<file path="config.mk">
export PLATFORM = sky130hd
export DESIGN_NAME = ad_dpram_rd_stream
export DESIGN_NICKNAME = d
export VERILOG_FILES = /design/src/rtl/ad_pkg.sv /design/src/rtl/ad_sync_fifo.sv /design/src/rtl/ad_dpram_rd_stream.sv
export SDC_FILE = /design/constraint.sdc
export NUM_CORES = 1
export LEC_CHECK = 0
export BUFFER_PORTS_ARGS = -buffer_cell sky130_fd_sc_hd__buf_2
export CAP_MARGIN = 5
export CORE_MARGIN = 1.5
export CORE_UTILIZATION = 50
export CTS_BUF_LIST = sky130_fd_sc_hd__clkbuf_8
export CTS_CLUSTER_DIAMETER = 60
export DETAILED_ROUTE_END_ITERATION = 7
export PLACE_DENSITY = 0.74
export SYNTH_ARGS = -nofsm -noshare
export SYNTH_HDL_FRONTEND = slang
export SYNTH_SLANG_ARGS = --single-unit
</file>
<file path="constraint.sdc">
create_clock -name i_clk -period 7.58 [get_ports i_clk]
set_clock_uncertainty 0.2 [all_clocks]
set_input_delay 0.758 -clock i_clk [delete_from_list [all_inputs] [get_ports i_clk]]
set_output_delay 0.758 -clock i_clk [all_outputs]
set_load 0.02 [all_outputs]
</file>
<file path="src/rtl/ad_pkg.sv">
// ---------------------------------------------------------------------------
// ad_pkg
// Shared definitions for the dpram read-stream controller: the FSM state
// encoding and a clog2 helper used to size FIFO pointers and counters.
// ---------------------------------------------------------------------------
package ad_pkg;

   typedef enum logic [1:0] {
      ST_IDLE  = 2'd0,
      ST_ISSUE = 2'd1,
      ST_DRAIN = 2'd2
   } state_t;

   // Bits needed to index 'value' distinct items (clog2(1) = 0).
   function automatic int clog2(input int value);
      int r;
      int v;
      r = 0;
      v = value - 1;
      while (v > 0) begin
         r = r + 1;
         v = v >>> 1;
      end
      return r;
   endfunction

endpackage

</file>
<file path="src/rtl/ad_sync_fifo.sv">
// ---------------------------------------------------------------------------
// ad_sync_fifo
// Single-clock show-ahead FIFO. The head entry is visible on o_pop_data
// whenever o_empty is low; i_pop consumes it on the next edge.
//
// Ports
//   i_clk        clock
//   i_rst        synchronous reset, active-high (clears pointers and count)
//   i_push       write i_push_data (ignored when full)
//   i_push_data  write data
//   i_pop        consume head entry (ignored when empty)
//   o_pop_data   head entry
//   o_empty      no entries stored
//   o_full       DEPTH entries stored
//   o_count      number of stored entries, 0..DEPTH
// ---------------------------------------------------------------------------
module ad_sync_fifo
   import ad_pkg::*;
#(
   parameter  int WIDTH = 34,
   parameter  int DEPTH = 8,
   localparam int PW    = clog2(DEPTH),
   localparam int CW    = PW + 1
) (
   input  logic             i_clk,
   input  logic             i_rst,
   input  logic             i_push,
   input  logic [WIDTH-1:0] i_push_data,
   input  logic             i_pop,
   output logic [WIDTH-1:0] o_pop_data,
   output logic             o_empty,
   output logic             o_full,
   output logic [CW-1:0]    o_count
);

   logic [WIDTH-1:0] mem_q [DEPTH];
   logic [PW-1:0]    wr_ptr_q, wr_ptr_d;
   logic [PW-1:0]    rd_ptr_q, rd_ptr_d;
   logic [CW-1:0]    count_q, count_d;
   logic             push_ok;
   logic             pop_ok;

   always_comb begin
      o_empty    = (count_q == '0);
      o_full     = (count_q == CW'(DEPTH));
      o_count    = count_q;
      o_pop_data = mem_q[rd_ptr_q];
      push_ok    = i_push && !o_full;
      pop_ok     = i_pop && !o_empty;

      // DEPTH is a power of two, so pointers wrap by natural overflow.
      wr_ptr_d = wr_ptr_q;
      rd_ptr_d = rd_ptr_q;
      count_d  = count_q;
      if (push_ok) wr_ptr_d = wr_ptr_q + PW'(1);
      if (pop_ok)  rd_ptr_d = rd_ptr_q + PW'(1);
      case ({push_ok, pop_ok})
         2'b10:   count_d = count_q + CW'(1);
         2'b01:   count_d = count_q - CW'(1);
         default: count_d = count_q;
      endcase
   end

   always_ff @(posedge i_clk) begin
      if (i_rst) begin
         wr_ptr_q <= '0;
         rd_ptr_q <= '0;
         count_q  <= '0;
      end else begin
         wr_ptr_q <= wr_ptr_d;
         rd_ptr_q <= rd_ptr_d;
         count_q  <= count_d;
      end
   end

   // Storage is not reset; the empty flag guards every read of it.
   always_ff @(posedge i_clk) begin
      if (push_ok) mem_q[wr_ptr_q] <= i_push_data;
   end

endmodule

</file>
<file path="src/rtl/ad_dpram_rd_stream.sv">
// ---------------------------------------------------------------------------
// ad_dpram_rd_stream
// Read-side controller for the dual-port block RAM. A start command sweeps
// a contiguous (wrapping) address range over the RAM read port, absorbs the
// fixed read latency and presents the words as a valid/ready stream.
//
//   state    | meaning
//   ---------+-----------------------------------------------------------
//   ST_IDLE  | waiting for i_start with a non-zero i_len
//   ST_ISSUE | issuing reads while credit allows; last issue -> ST_DRAIN
//   ST_DRAIN | all reads issued; waiting for the o_m_last beat to handshake
//
// Ports
//   i_clk, i_rst           clock, synchronous active-high reset
//   i_start, i_base_addr,
//   i_len                  command (len 1..2^ADDR_WIDTH, 0 is ignored)
//   o_busy, o_done         command in progress / one-cycle completion pulse
//   o_rd_en, o_rd_addr,
//   i_rd_data              dpram read port (RD_LATENCY cycles en -> data)
//   o_m_data, o_m_valid,
//   o_m_last, i_m_ready    output stream
// ---------------------------------------------------------------------------
module ad_dpram_rd_stream
   import ad_pkg::*;
#(
   parameter int BRAM_WIDTH = 33,
   parameter int ADDR_WIDTH = 8,
   parameter int RD_LATENCY = 3,
   parameter int FIFO_DEPTH = 8
) (
   input  logic                  i_clk,
   input  logic                  i_rst,
   input  logic                  i_start,
   input  logic [ADDR_WIDTH-1:0] i_base_addr,
   input  logic [ADDR_WIDTH:0]   i_len,
   output logic                  o_busy,
   output logic                  o_done,
   output logic                  o_rd_en,
   output logic [ADDR_WIDTH-1:0] o_rd_addr,
   input  logic [BRAM_WIDTH-1:0] i_rd_data,
   output logic [BRAM_WIDTH-1:0] o_m_data,
   output logic                  o_m_valid,
   output logic                  o_m_last,
   input  logic                  i_m_ready
);

   localparam int LW = ADDR_WIDTH + 1;
   localparam int IW = clog2(RD_LATENCY + 1);
   localparam int CW = clog2(FIFO_DEPTH) + 1;
   localparam int SW = CW + 1;
   localparam int FW = BRAM_WIDTH + 1;

   if (FIFO_DEPTH < RD_LATENCY + 2) begin : g_bad_depth
      $error("ad_dpram_rd_stream: FIFO_DEPTH must be >= RD_LATENCY+2");
   end
   if ((FIFO_DEPTH & (FIFO_DEPTH - 1)) != 0) begin : g_bad_pow2
      $error("ad_dpram_rd_stream: FIFO_DEPTH must be a power of two");
   end

   state_t                  state_q, state_d;
   logic [ADDR_WIDTH-1:0]   addr_q, addr_d;
   logic [LW-1:0]           remaining_q, remaining_d;
   logic [IW-1:0]           inflight_q, inflight_d;
   logic [RD_LATENCY-1:0]   pipe_valid_q, pipe_valid_d;
   logic [RD_LATENCY-1:0]   pipe_last_q, pipe_last_d;
   logic                    done_q, done_d;

   logic                    rd_en;
   logic                    capture;
   logic                    pop;
   logic [SW-1:0]           credit_used;
   logic                    fifo_empty;
   logic                    fifo_full;
   logic [CW-1:0]           fifo_count;
   logic [FW-1:0]           fifo_dout;

   // Credit: every issued read owns a FIFO slot from issue until it is
   // popped, so the FIFO cannot overflow however long the sink stalls.
   // Only registered state feeds rd_en; i_m_ready acts one cycle later.
   always_comb begin
      credit_used = SW'(inflight_q) + SW'(fifo_count);
      rd_en       = (state_q == ST_ISSUE) && !fifo_full &&
                    (credit_used < SW'(FIFO_DEPTH));
      capture     = pipe_valid_q[RD_LATENCY-1];
      pop         = !fifo_empty && i_m_ready;
   end

   always_comb begin
      state_d     = state_q;
      addr_d      = addr_q;
      remaining_d = remaining_q;
      done_d      = 1'b0;
      case (state_q)
         ST_IDLE: begin
            if (i_start && (i_len != '0)) begin
               state_d     = ST_ISSUE;
               addr_d      = i_base_addr;
               remaining_d = i_len;
            end
         end
         ST_ISSUE: begin
            if (rd_en) begin
               addr_d      = addr_q + ADDR_WIDTH'(1);
               remaining_d = remaining_q - LW'(1);
               if (remaining_q == LW'(1)) state_d = ST_DRAIN;
            end
         end
         ST_DRAIN: begin
            if (pop && fifo_dout[FW-1]) begin
               state_d = ST_IDLE;
               done_d  = 1'b1;
            end
         end
         default: state_d = ST_IDLE;
      endcase
   end

   // Latency tracker: one {valid,last} slot per RAM pipeline stage, so the
   // tail lines up with i_rd_data for the read issued RD_LATENCY cycles ago.
   always_comb begin
      pipe_valid_d    = '0;
      pipe_last_d     = '0;
      pipe_valid_d[0] = rd_en;
      pipe_last_d[0]  = rd_en && (remaining_q == LW'(1));
      for (int i = 1; i < RD_LATENCY; i++) begin
         pipe_valid_d[i] = pipe_valid_q[i-1];
         pipe_last_d[i]  = pipe_last_q[i-1];
      end
      case ({rd_en, capture})
         2'b10:   inflight_d = inflight_q + IW'(1);
         2'b01:   inflight_d = inflight_q - IW'(1);
         default: inflight_d = inflight_q;
      endcase
   end

   always_ff @(posedge i_clk) begin
      if (i_rst) begin
         state_q      <= ST_IDLE;
         addr_q       <= '0;
         remaining_q  <= '0;
         inflight_q   <= '0;
         pipe_valid_q <= '0;
         pipe_last_q  <= '0;
         done_q       <= 1'b0;
      end else begin
         state_q      <= state_d;
         addr_q       <= addr_d;
         remaining_q  <= remaining_d;
         inflight_q   <= inflight_d;
         pipe_valid_q <= pipe_valid_d;
         pipe_last_q  <= pipe_last_d;
         done_q       <= done_d;
      end
   end

   ad_sync_fifo #(
      .WIDTH (FW),
      .DEPTH (FIFO_DEPTH)
   ) u_fifo (
      .i_clk       (i_clk),
      .i_rst       (i_rst),
      .i_push      (capture),
      .i_push_data ({pipe_last_q[RD_LATENCY-1], i_rd_data}),
      .i_pop       (pop),
      .o_pop_data  (fifo_dout),
      .o_empty     (fifo_empty),
      .o_full      (fifo_full),
      .o_count     (fifo_count)
   );

   // FIFO storage is unreset, so stream data/last are forced to zero while
   // empty; this gives clean reset values and is stable while stalled.
   always_comb begin
      o_busy    = (state_q != ST_IDLE);
      o_done    = done_q;
      o_rd_en   = rd_en;
      o_rd_addr = addr_q;
      o_m_valid = !fifo_empty;
      o_m_last  = !fifo_empty && fifo_dout[FW-1];
      o_m_data  = fifo_empty ? '0 : fifo_dout[BRAM_WIDTH-1:0];
   end

endmodule

</file>
# After elaboration in Yosys (flattened, before gate mapping)
# Memory sizes are Yosys's and may differ from the RTL's. A register that Yosys moved wholly into a read port is not among the register bits.
# Cells that the tools add are included.
# word_totals
ff_bits	38
latchBits	0
ramBits	272
mem_bits_ro	0
input_bits	54
output_inout_bits	46
wordCells	74
n_memories	1
# op_classes
add_sub_neg	9
mul	0
div	0
n_lt_le_gt_ge	1
eq_ne	12
n_shift	0
n_mux	19
bitwise_logic	1
n_reduce_logical	21
# mem_list
name	words	width	read_ports	rd_clocked_by_memory_dff	write_ports	line_no	source
u_fifo.mem_q	8	34	1	1	1	ad_sync_fifo.sv:36	logic [WIDTH-1:0] mem_q [DEPTH];
# op_table
cell	n
33-bit two-way mux	1
9-bit two-way mux	2
9-bit one-hot mux with 2 select lines	1
8-bit two-way mux	2
8-bit one-hot mux with 2 select lines	1
9-bit by 1-bit equality test with 1-bit output, second input constant	1
1-bit logical AND	9
9-bit nonzero test	1
9-bit by 1-bit subtractor with 9-bit output, second input constant	1
8-bit by 1-bit adder with 8-bit output, second input constant	1
2-bit two-way mux	4
4-bit one-hot mux with 2 select lines	1
2-bit nonzero test	4
3-bit by 1-bit adder with 3-bit output, second input constant	2
2-bit by 1-bit equality test with 1-bit output, second input constant	3
2-bit equality test, second input constant	3
3-bit two-way mux	2
2-bit != test, second input constant	3
2-bit one-hot mux with 3 select lines	1
2-bit by 4-bit adder with 5-bit output	1
5-bit by 4-bit less-than comparator with 1-bit output, second input constant	1
4-bit by 1-bit adder with 4-bit output, second input constant	1
4-bit equality test, second input constant	1
4-bit logical NOT	1
other kinds (12)	15

# Logic depth before layout (Yosys ltp)
# Gate-level depths: netlist of the first run.
# logic_depth
depth_word	6
depth_mapped	12

# Modules after synthesis
# From an unflattened synthesis of the first run, not the netlist that was laid out.
# unflattened
cells_unflattened	705
area_unflattened_um2	12813.5
# by_module_without_submodules
mod	n_inst	cells_per_inst	area_per_inst_um2	seq_area_each_um2
ad_sync_fifo	1	468	10996.8	8428.1
ad_dpram_rd_stream	1	237	1816.7	560.5

# Worst setup path after synthesis of the first run
# Ideal clock, no wire load.
# synth_timing
kind	register to register
from	reg u_fifo.count_q[1] (netlist: u_fifo.o_count[1])
to	mem u_fifo.mem_q[0][0] (enable)
setup_ns	0.468
t_arrival_ns	3.577
t_required_ns	6.912
slack_ns	3.335
stages_incl_launch_ff	6
period_less_slack_ns	4.245
path_cell_list	dfxtp_1 > clkbuf_1 > nor3_1 > a21boi_0 > nand2b_1 > nor3_1
# synth_via
elab_chain_cells	5
# synth_rtl
item	line_no	source
start: declaration	ad_sync_fifo.sv:39	logic [CW-1:0] count_q, count_d;
start signal: assignment	ad_sync_fifo.sv:72	count_q <= count_d;
4-bit equality test	ad_sync_fifo.sv:45	o_full = (count_q == CW'(DEPTH));
1-bit logical NOT	ad_sync_fifo.sv:48	push_ok = i_push && !o_full;
1-bit logical AND	ad_sync_fifo.sv:48	
1-bit two-way mux	ad_sync_fifo.sv:78	if (push_ok) mem_q[wr_ptr_q] <= i_push_data;
1-bit two-way mux (not written as such)	ad_sync_fifo.sv:78	
end: declaration	ad_sync_fifo.sv:36	
# No other way between the ends.

==> results_dict.tcl, run 1 <==
set metrics [dict create \
    outcome "complete, no violations" \
    dominantRegCellSynth "edfxtp_1" \
    worstPathBufferInverterCount 2 \
    ys_seq_area_frac 0.724 \
    cts_tree "yes" \
    slew_headroom 0.367 \
    viasPerCell 5.47 \
    cts_setup_buffers 0 \
    cp_cell_sequence "buf_4 -> mux4_2 -> mux2i_1 -> nor2_1 -> buf_2" \
    ir_drop_mv 0.0961 \
    rr_endpoint "u_fifo.o_count[2]" \
    worst-setup-path-type "register to output port" \
    setup_viol_count_final 0 \
    top_layer "met4" \
    synth_area_mm2 0.0124 \
    p_int_mw 2.65 \
    syn_inst 696 \
    htree_levels 2 \
    critPathMaxStageDelay_ns 0.82 \
    hold_viol_final 0 \
    final_common_cell "edfxtp_1" \
    holdWs_ns 0.234 \
    cts_sinks 313 \
    p_total_mw 3.46 \
    cap_violations 0 \
    pwr-share-clk 0.367 \
    met2_length_mm 11.5 \
    ys_warn_count 0 \
    cp-endpoint "o_m_last" \
    drt-total-wl_mm 23.6 \
    fmax_mhz 247 \
    cp.required_ns 6.62 \
    drc 0 \
    final_cell_mix "edfxtp_1, buf_2, mux4_2, nor2_1, clkbuf_8" \
    min_from "pipe_valid_q[0]" \
    cts-resized-gates 0 \
    die_x_um 161 \
    rows 57 \
    grt_max_degree 49 \
    r2r-start "u_fifo.o_count[3]" \
    synth_edf_count 272 \
    final_util 0.584 \
    coreArea_mm2 0.0243 \
    worstPathMaxFanout 48 \
    rsz0062_at_grt "no" \
    synthTopCellsByArea "edfxtp_1, mux4_2, dfxtp_1, mux2i_1, nor2_1" \
    syn_nets 760 \
    cts_root_buf "clkbuf_8" \
    avgSynthCellArea_um2 17.8 \
    num_vias 6505 \
    place_area_mm2 0.0133 \
    grt_pass1_vias 6604 \
    antenna_cells 0 \
    synth_top_area_cell "edfxtp_1" \
    cp_top_family "buffers and inverters" \
    r2r_slack_ns 4.42 \
    crit_cells 5 \
    ios 100 \
    fillers 1833 \
    power_density_mw_per_mm2 243 \
    regArea_mm2 0.00899 \
    wl_met1_mm 10.5 \
    swShare 0.234 \
    grt_pass1_wl_mm 36.9 \
    antenna_found_initial 0 \
    arrival_ns 3.09 \
    die-height_um 161 \
    start_util 0.510 \
    pwr-share-seq 0.554 \
    timing.final.crit_share 0.534 \
    slew_viol_final 0 \
    r2r_cells 12 \
    synth_cell_types 53 \
    drive_above_1_share 0.305 \
    fin_nets 889 \
    yosys.area.top_type_share 0.658 \
    grt_usage 0.187 \
    worstSetupStartpointType "register" \
    cp_slowest_cell "buf_4" \
    p_comb_frac 0.079 \
    gr-total-overflow 0 \
    firstDrtPassIters 6 \
    path_clk_slew_ns 0.06 \
    min_period_ns 4.05 \
    synthArstFlopShare 0 \
    clk_latency_ns 0.56 \
    ant_nets 0 \
    end_kind "output port" \
    p_leak_nw 4.77 \
    place_congestion 0.720 \
    holdCritPathClass "register to register" \
    area_delta_synth_final_pct 14.5 \
    die-area_mm2 0.0258 \
    avgRoutedWirePerCell_um 19.9 \
    hold_buffers 0 \
    numCtsBuffers 50 \
    p_switching_mw 0.807 \
    multi_input_area_mm2 0.00327 \
    tightest_slew_ns 0.949 \
    ys_seq_elements 313 \
    place_hpwl_mm 13.3 \
    drt_iter0_drc 408 \
    tns_ns 0 \
    wl_met3_mm 1.22 \
    cts.path.max_buffers 3 \
    port_buffers 99 \
    fin_area_mm2 0.0142 \
]
[flip-flops by register name, indices dropped and copies added, names as in the netlist, 2 cells and up, named ones only]
register	cells
u_fifo.mem_q	272
remaining_q	9
o_rd_addr	8
u_fifo.o_count	4
pipe_last_q	3
pipe_valid_q	3
u_fifo.rd_ptr_q	3
u_fifo.wr_ptr_q	3
inflight_q	2
state_q	2
[final cells by class]
| class | instances | share of cell area |
|---|---|---|
| Clock buffer | 53 | 0.0513 |
| Sequential cell | 313 | 0.633 |
| Clock inverter | 40 | 0.0116 |
| Tap cell | 324 | 0.0285 |
| Inverter | 8 | 0.00211 |
| Timing Repair Buffer | 114 | 0.0428 |
| Multi-Input combinational cell | 338 | 0.230 |
[layer usage]
metal | up-vias | track usage
li1 | 3014 | -
met1 | 3280 | 0.260
met2 | 174 | 0.296
met3 | 37 | 0.0434
met4 | 0 | 0.0573
met5 | - | 0
[power groups by stage]
stage               Combinational [mW]  Clock, mW  Sequential, mW
finish                           0.273       1.27            1.91
global route                     0.300       1.37            1.92
CTS                              0.276       1.30            1.91
detailed placement               0.275          0            1.95
global placement                 0.269          0            1.95
floorplan                        0.192          0            1.94
[how the worst min path moves through the flow]
stage	to	slack [ns]	cells after the start
floorplan	pipe_last_q[1]	0.21	1
global placement	pipe_valid_q[1]	0.22	1
detailed placement	pipe_valid_q[1]	0.22	1
CTS	o_rd_addr[1]	0.22	3
global route	u_fifo.mem_q[3][25]	0.25	1
finish	pipe_valid_q[1]	0.23	1
[synth_stat cells (2+ instances only)]
cell type  instances
a211o_1            2
a21oi_1           26
a22o_1             3
a311oi_1           2
a31oi_1            3
and3_1             4
buf_1              6
buf_2             11
buf_6              2
clkbuf_1          17
dfxtp_1           41
edfxtp_1         272
ha_1              10
inv_1              8
mux2i_1           35
mux4_2            68
nand2_1           28
nand2b_1           8
nand3_1            3
nor2_1            69
nor2b_1            6
nor3_1            10
nor4_1             3
o21ai_0           14
o21ai_1            5
o32ai_2            2
or2_0              2
or2_2              2
or3_1              2
or4_1              3
xor2_1             7
[through the flow]
step | cells | setup WS (ns)
after floorplan | 696 | 3.34
after global placement | 1097 | 4.06
after detailed placement | 1097 | 4.01
after CTS | 1190 | 3.37
after global routing | 1190 | 3.27
final | 1190 | 3.53
[logic make-up (layout without fill, tap and decap cells)]
family	Yosys count	count (layout)	synth area share
AO/OA/AOI/OAI	67	67	0.0342
adder cells (fa/ha/maj)	10	10	0.0101
flip-flops	313	313	0.724
XOR/XNOR	8	8	0.00565
AND/OR/NAND/NOR	149	149	0.0569
multiplexers	104	104	0.153
buffers and inverters	45	215	0.0162
[worst reg2reg max path, stage by stage, from the launching register on]
cell and delay, ns:
dfxtp_1 0.39, nor4_4 0.29, buf_4 0.48, inv_1 0.13, nand2_1 0.17, inv_1 0.11, ha_1 0.28, xor2_1 0.17
ha_1 0.19, a21oi_1 0.14, xor2_1 0.09, or3_1 0.31, a21oi_1 0.14
No activity file was read; power rests on OpenSTA's default activity.
==> run 2, diff against run 1 <==
- PLACE_DENSITY: 0.74 -> 0.77
- clock period: 7.58 -> 3.52 ns (I/O delays scaled with it)
==> run 2 against run 1 <==
Compared with the run above:
- sequential share of layout area fell by 3.1 points
- non-clock buffer count rose by 53
- total power grew 130%
- worst hold slack worse by 0.18 ns
- critical path depth stayed put
- clock-buffer cell count shrank 2
- sequential cell count is the same
- cell count grew 4.5%
- combinational power up 130%
- die area unchanged
- sequential power increased by 120%
- global-route usage up 0.65 points
- largest cell class unchanged
- highest routed layer unchanged
==> results_dict.tcl, run 2 (synthesis results as in run 1) <==
set metrics [dict create \
    regMostFlops "u_fifo.mem_q" \
    timing.final.crit_share 0.865 \
    end_kind "output port" \
    start_util 0.510 \
    drive_above_1_share 0.293 \
    rsz0062_at_grt "no" \
    p_leak_nw 5.08 \
    viasPerCell 5.44 \
    worstPathMaxFanout 30 \
    cp.required_ns 2.97 \
    die_x_um 161 \
    cap_violations 0 \
    holdWs_ns 0.0506 \
    cts_root_buf "clkbuf_8" \
    arrival_ns 2.49 \
    largest_register_ff_count 272 \
    die-area_mm2 0.0258 \
    final-instance-count-excl-fill 1243 \
    min_period_ns 3.04 \
    cts.path.max_buffers 3 \
    firstDrtPassIters 5 \
    cts_tree "yes" \
    dp_cells 1100 \
    fin_nets 942 \
    ios 100 \
    grt_pass1_vias 7074 \
    die-height_um 161 \
    regArea_mm2 0.00899 \
    area_delta_synth_final_pct 20.4 \
    hold_viol_final 0 \
    numCtsBuffers 50 \
    power_density_mw_per_mm2 525 \
    ant_nets 0 \
    port_buffers 99 \
    multi_input_area_mm2 0.00329 \
    outcome "complete, no violations" \
    final_cell_mix "edfxtp_1, buf_2, mux4_2, nor2_1, clkbuf_8" \
    coreArea_mm2 0.0243 \
    drc 0 \
    worstSetupStartpointType "register" \
    cts_setup_buffers 0 \
    fillers 1725 \
    worst-setup-path-type "register to output port" \
    gr-total-overflow 0 \
    htree_levels 2 \
    drt-total-wl_mm 24.1 \
    drt_iter0_drc 474 \
    path_clk_slew_ns 0.06 \
    clk_latency_ns 0.56 \
    rows 57 \
    cts_sinks 313 \
    avgRoutedWirePerCell_um 19.3 \
    final_common_cell "edfxtp_1" \
    place_hpwl_mm 13.8 \
    fmax_mhz 329 \
    slew_headroom 0.465 \
    grt_max_degree 45 \
    holdCritPathClass "input pin to register" \
    grt_pass1_wl_mm 38.1 \
    grt_usage 0.193 \
    tns_ns 0 \
    antenna_found_initial 0 \
    ir_drop_mv 0.345 \
    place_congestion 0.767 \
    tightest_slew_ns 0.802 \
    setup_viol_count_final 0 \
    num_vias 6756 \
    slew_viol_final 0 \
]
[run 2: changes by cell type in the layout (fill, tap and decap cells not counted), sizes merged]
cell,delta
buf,+3
bufinv,+5
clkbuf,-2
clkinv,-9
clkinvlp,-2
diode,+1
dlygate4sd3,+50
inv,+7
[run 2: worst paths after layout]
path,from,cells after the start,slack (ns),to
max reg2reg,u_fifo.o_count[2],10,0.51,u_fifo.o_count[2]
max,register,5,0.48,o_m_data[9]
min reg2reg,pipe_last_q[0],1,0.24,pipe_last_q[1]
min,i_len[2],4,0.05,remaining_q[2]
[run 2: cell type report]
type,instances,area share
clock inverter,41,0.0202
multi-input combinational,338,0.220
timing repair buffer,167,0.0816
sequential,313,0.602
antenna,1,0.000167
inverter,8,0.00201
clock buffer,51,0.0470
tap,324,0.0271
[run 2: stage by stage]
step                      setup slack, ns   util  cell area [µm²]  power (mW)
after global routing                0.253  0.614            14900        8.15
final                               0.477  0.614            14900        7.85
after floorplan                     0.183      -            12400        4.60
after global placement              0.689  0.552            13400        4.78
after detailed placement            0.571  0.552            13400        4.80
after CTS                           0.367  0.614            14900        7.93
[run 2: routing by layer]
layer  global-route usage  share of wire  vias to the layer above
li1                     -              -                     3121
met1                0.245           0.43                     3421
met2                0.336           0.51                      170
met3               0.0380          0.046                       44
met4               0.0612          0.017                        0
met5                    0              0                        -
[run 2: repair_timing]
action / CTS / global route
endpoints found under the hold margin: 284 / 0
resized for setup: 0 / 0
hold buffers: 50 / 0
[run 2: power by group]
part / internal [mW] / total (mW) / leakage, nW / switching, mW
combinational: 0.285 / 0.641 / 1.73 / 0.356
sequential: 4.07 / 4.12 / 2.79 / 0.0527
clock: 1.72 / 3.09 / 0.560 / 1.36
[run 2: worst max-delay path, cell delays in order, from the launching register on]
cell	delay [ns]
dfxtp_4	0.62
buf_12	0.31
mux4_2	0.54
mux2i_1	0.17
nor2_1	0.08
buf_2	0.18
==> run 3, diff against run 2 <==
- CTS_BUF_LIST: sky130_fd_sc_hd__clkbuf_8 -> sky130_fd_sc_hd__clkbuf_2 sky130_fd_sc_hd__clkbuf_4 sky130_fd_sc_hd__clkbuf_8
==> run 3 against run 2 <==
Compared with the run above:
- combinational power hardly changed
- total power grew 1.8%
- sequential cell count is the same
- first-iteration DRC count rose by 0.21%
- worst hold slack worse by 0.00077 ns
- die area did not move
- clock power rose by 5%
- critical path type unchanged
- critical endpoint unchanged
- largest power group unchanged
==> results_dict.tcl, run 3 (synthesis results as in run 1) <==
set metrics [dict create \
    fin_nets 942 \
    min_period_ns 3.04 \
    cap_violations 0 \
    gr-total-overflow 0 \
    cts_root_buf "clkbuf_8" \
    tightest_slew_ns 0.788 \
    drt-total-wl_mm 24.1 \
    p_total_mw 7.99 \
    viasPerCell 5.46 \
    fmax_mhz 329 \
    largest_register_ff_count 272 \
    cts_sinks 313 \
    area_delta_synth_final_pct 20.8 \
    crit_cells 5 \
    cts_setup_buffers 0 \
    r2r_cells 10 \
    worst-setup-path-type "register to output port" \
    critPathMaxStageDelay_ns 0.63 \
    cts-resized-gates 0 \
    worstPathMaxFanout 30 \
    port_buffers 99 \
    r2r-start "u_fifo.o_count[2]" \
    drive_above_1_share 0.307 \
    regMostFlops "u_fifo.mem_q" \
    cp_cell_sequence "buf_12 -> mux4_2 -> mux2i_1 -> nor2_1 -> buf_2" \
    place_hpwl_mm 13.8 \
    holdCritPathClass "input pin to register" \
    path_clk_slew_ns 0.06 \
    cp.required_ns 2.97 \
    outcome "complete, no violations" \
    rr_endpoint "u_fifo.o_count[2]" \
    die-area_mm2 0.0258 \
    arrival_ns 2.48 \
    cp-endpoint "o_m_data[9]" \
    grt_usage 0.193 \
    grt_pass1_vias 7092 \
    ant_nets 0 \
    coreArea_mm2 0.0243 \
    slew_viol_final 0 \
    die-height_um 161 \
    numCtsBuffers 50 \
    tns_ns 0 \
    avgRoutedWirePerCell_um 19.4 \
    place_area_mm2 0.0134 \
    cts.path.max_buffers 3 \
    power_density_mw_per_mm2 533 \
    place_congestion 0.767 \
    cp_top_family "multiplexers" \
    worstSetupStartpointType "register" \
    final_cell_mix "edfxtp_1, buf_2, mux4_2, nor2_1, clkbuf_8" \
    grt_max_degree 45 \
    final_util 0.616 \
    clk_latency_ns 0.56 \
    cp_slowest_cell "dfxtp_4" \
    drt_iter0_drc 475 \
    drc 0 \
    end_kind "output port" \
    hold_viol_final 0 \
    rsz0062_at_grt "no" \
    timing.final.crit_share 0.862 \
    num_vias 6792 \
    antenna_found_initial 0 \
    fillers 1713 \
    rows 57 \
    htree_levels 2 \
    die_x_um 161 \
    hold_buffers 50 \
    final_common_cell "edfxtp_1" \
    setup_viol_count_final 0 \
    start_util 0.510 \
    slew_headroom 0.475 \
    fin_area_mm2 0.0150 \
    cts_tree "yes" \
    firstDrtPassIters 4 \
    r2r_slack_ns 0.53 \
    grt_pass1_wl_mm 38.1 \
    worstPathBufferInverterCount 2 \
    min_from "i_len[2]" \
    ios 100 \
    ir_drop_mv 0.345 \
    p_leak_nw 5.07 \
]
[run 3: cell count changes in the layout (fill, tap and decap cells not counted), sizes merged]
cell / change
clkbuf: +13
inv: -13
[run 3: power by group]
group / total, mW / switching [mW] / internal [mW]
logic: 0.641 / 0.355 / 0.285
clock network: 3.23 / 1.37 / 1.86
registers: 4.12 / 0.0526 / 4.07
[run 3: worst min-delay path by stage]
stage                                 end  slack (ns)  cells after the start
after floorplan            pipe_last_q[1]        0.21                      1
after global placement    pipe_valid_q[2]        0.22                      1
after detailed placement   pipe_last_q[1]        0.23                      1
after CTS                  remaining_q[3]        0.01                      4
after global routing       remaining_q[3]        0.06                      4
final                      remaining_q[2]        0.05                      4
[run 3: stage by stage]
stage | hold WS (ns) | std cells | setup WS (ns)
2_1_floorplan | 0.214 | 696 | 0.183
3_5_place_dp | 0.228 | 1100 | 0.571
6_report | 0.0498 | 1243 | 0.485
5_1_grt | 0.0629 | 1242 | 0.252
3_3_place_gp | 0.218 | 1100 | 0.689
4_1_cts | 0.0115 | 1242 | 0.367
[run 3: layer usage]
layer  up-vias  global-route usage  part of all wire
met5         -                   0                 0
met4         0              0.0582             0.016
met3        44              0.0377             0.048
met2       180               0.337              0.51
met1      3444               0.246              0.42
li1       3124                   -                 -
[run 3: tightest hold or removal path, delay by kind of cell]
kind,cells,cell delay [ns]
compound gates,2,0.18
simple gates,1,0.12
buf+inv,1,0.11
[run 3: cell type report]
class / instances / area (µm²) / area share
Antenna cell: 1 / 2.50 / 0.000167
Clock buffer: 64 / 800 / 0.0533
Clock inverter: 28 / 253 / 0.0169
Inverter: 8 / 30.0 / 0.00200
Multi-Input combinational cell: 338 / 3290 / 0.219
Sequential cell: 313 / 8990 / 0.600
Tap cell: 324 / 405 / 0.0270
Timing Repair Buffer: 167 / 1220 / 0.0813
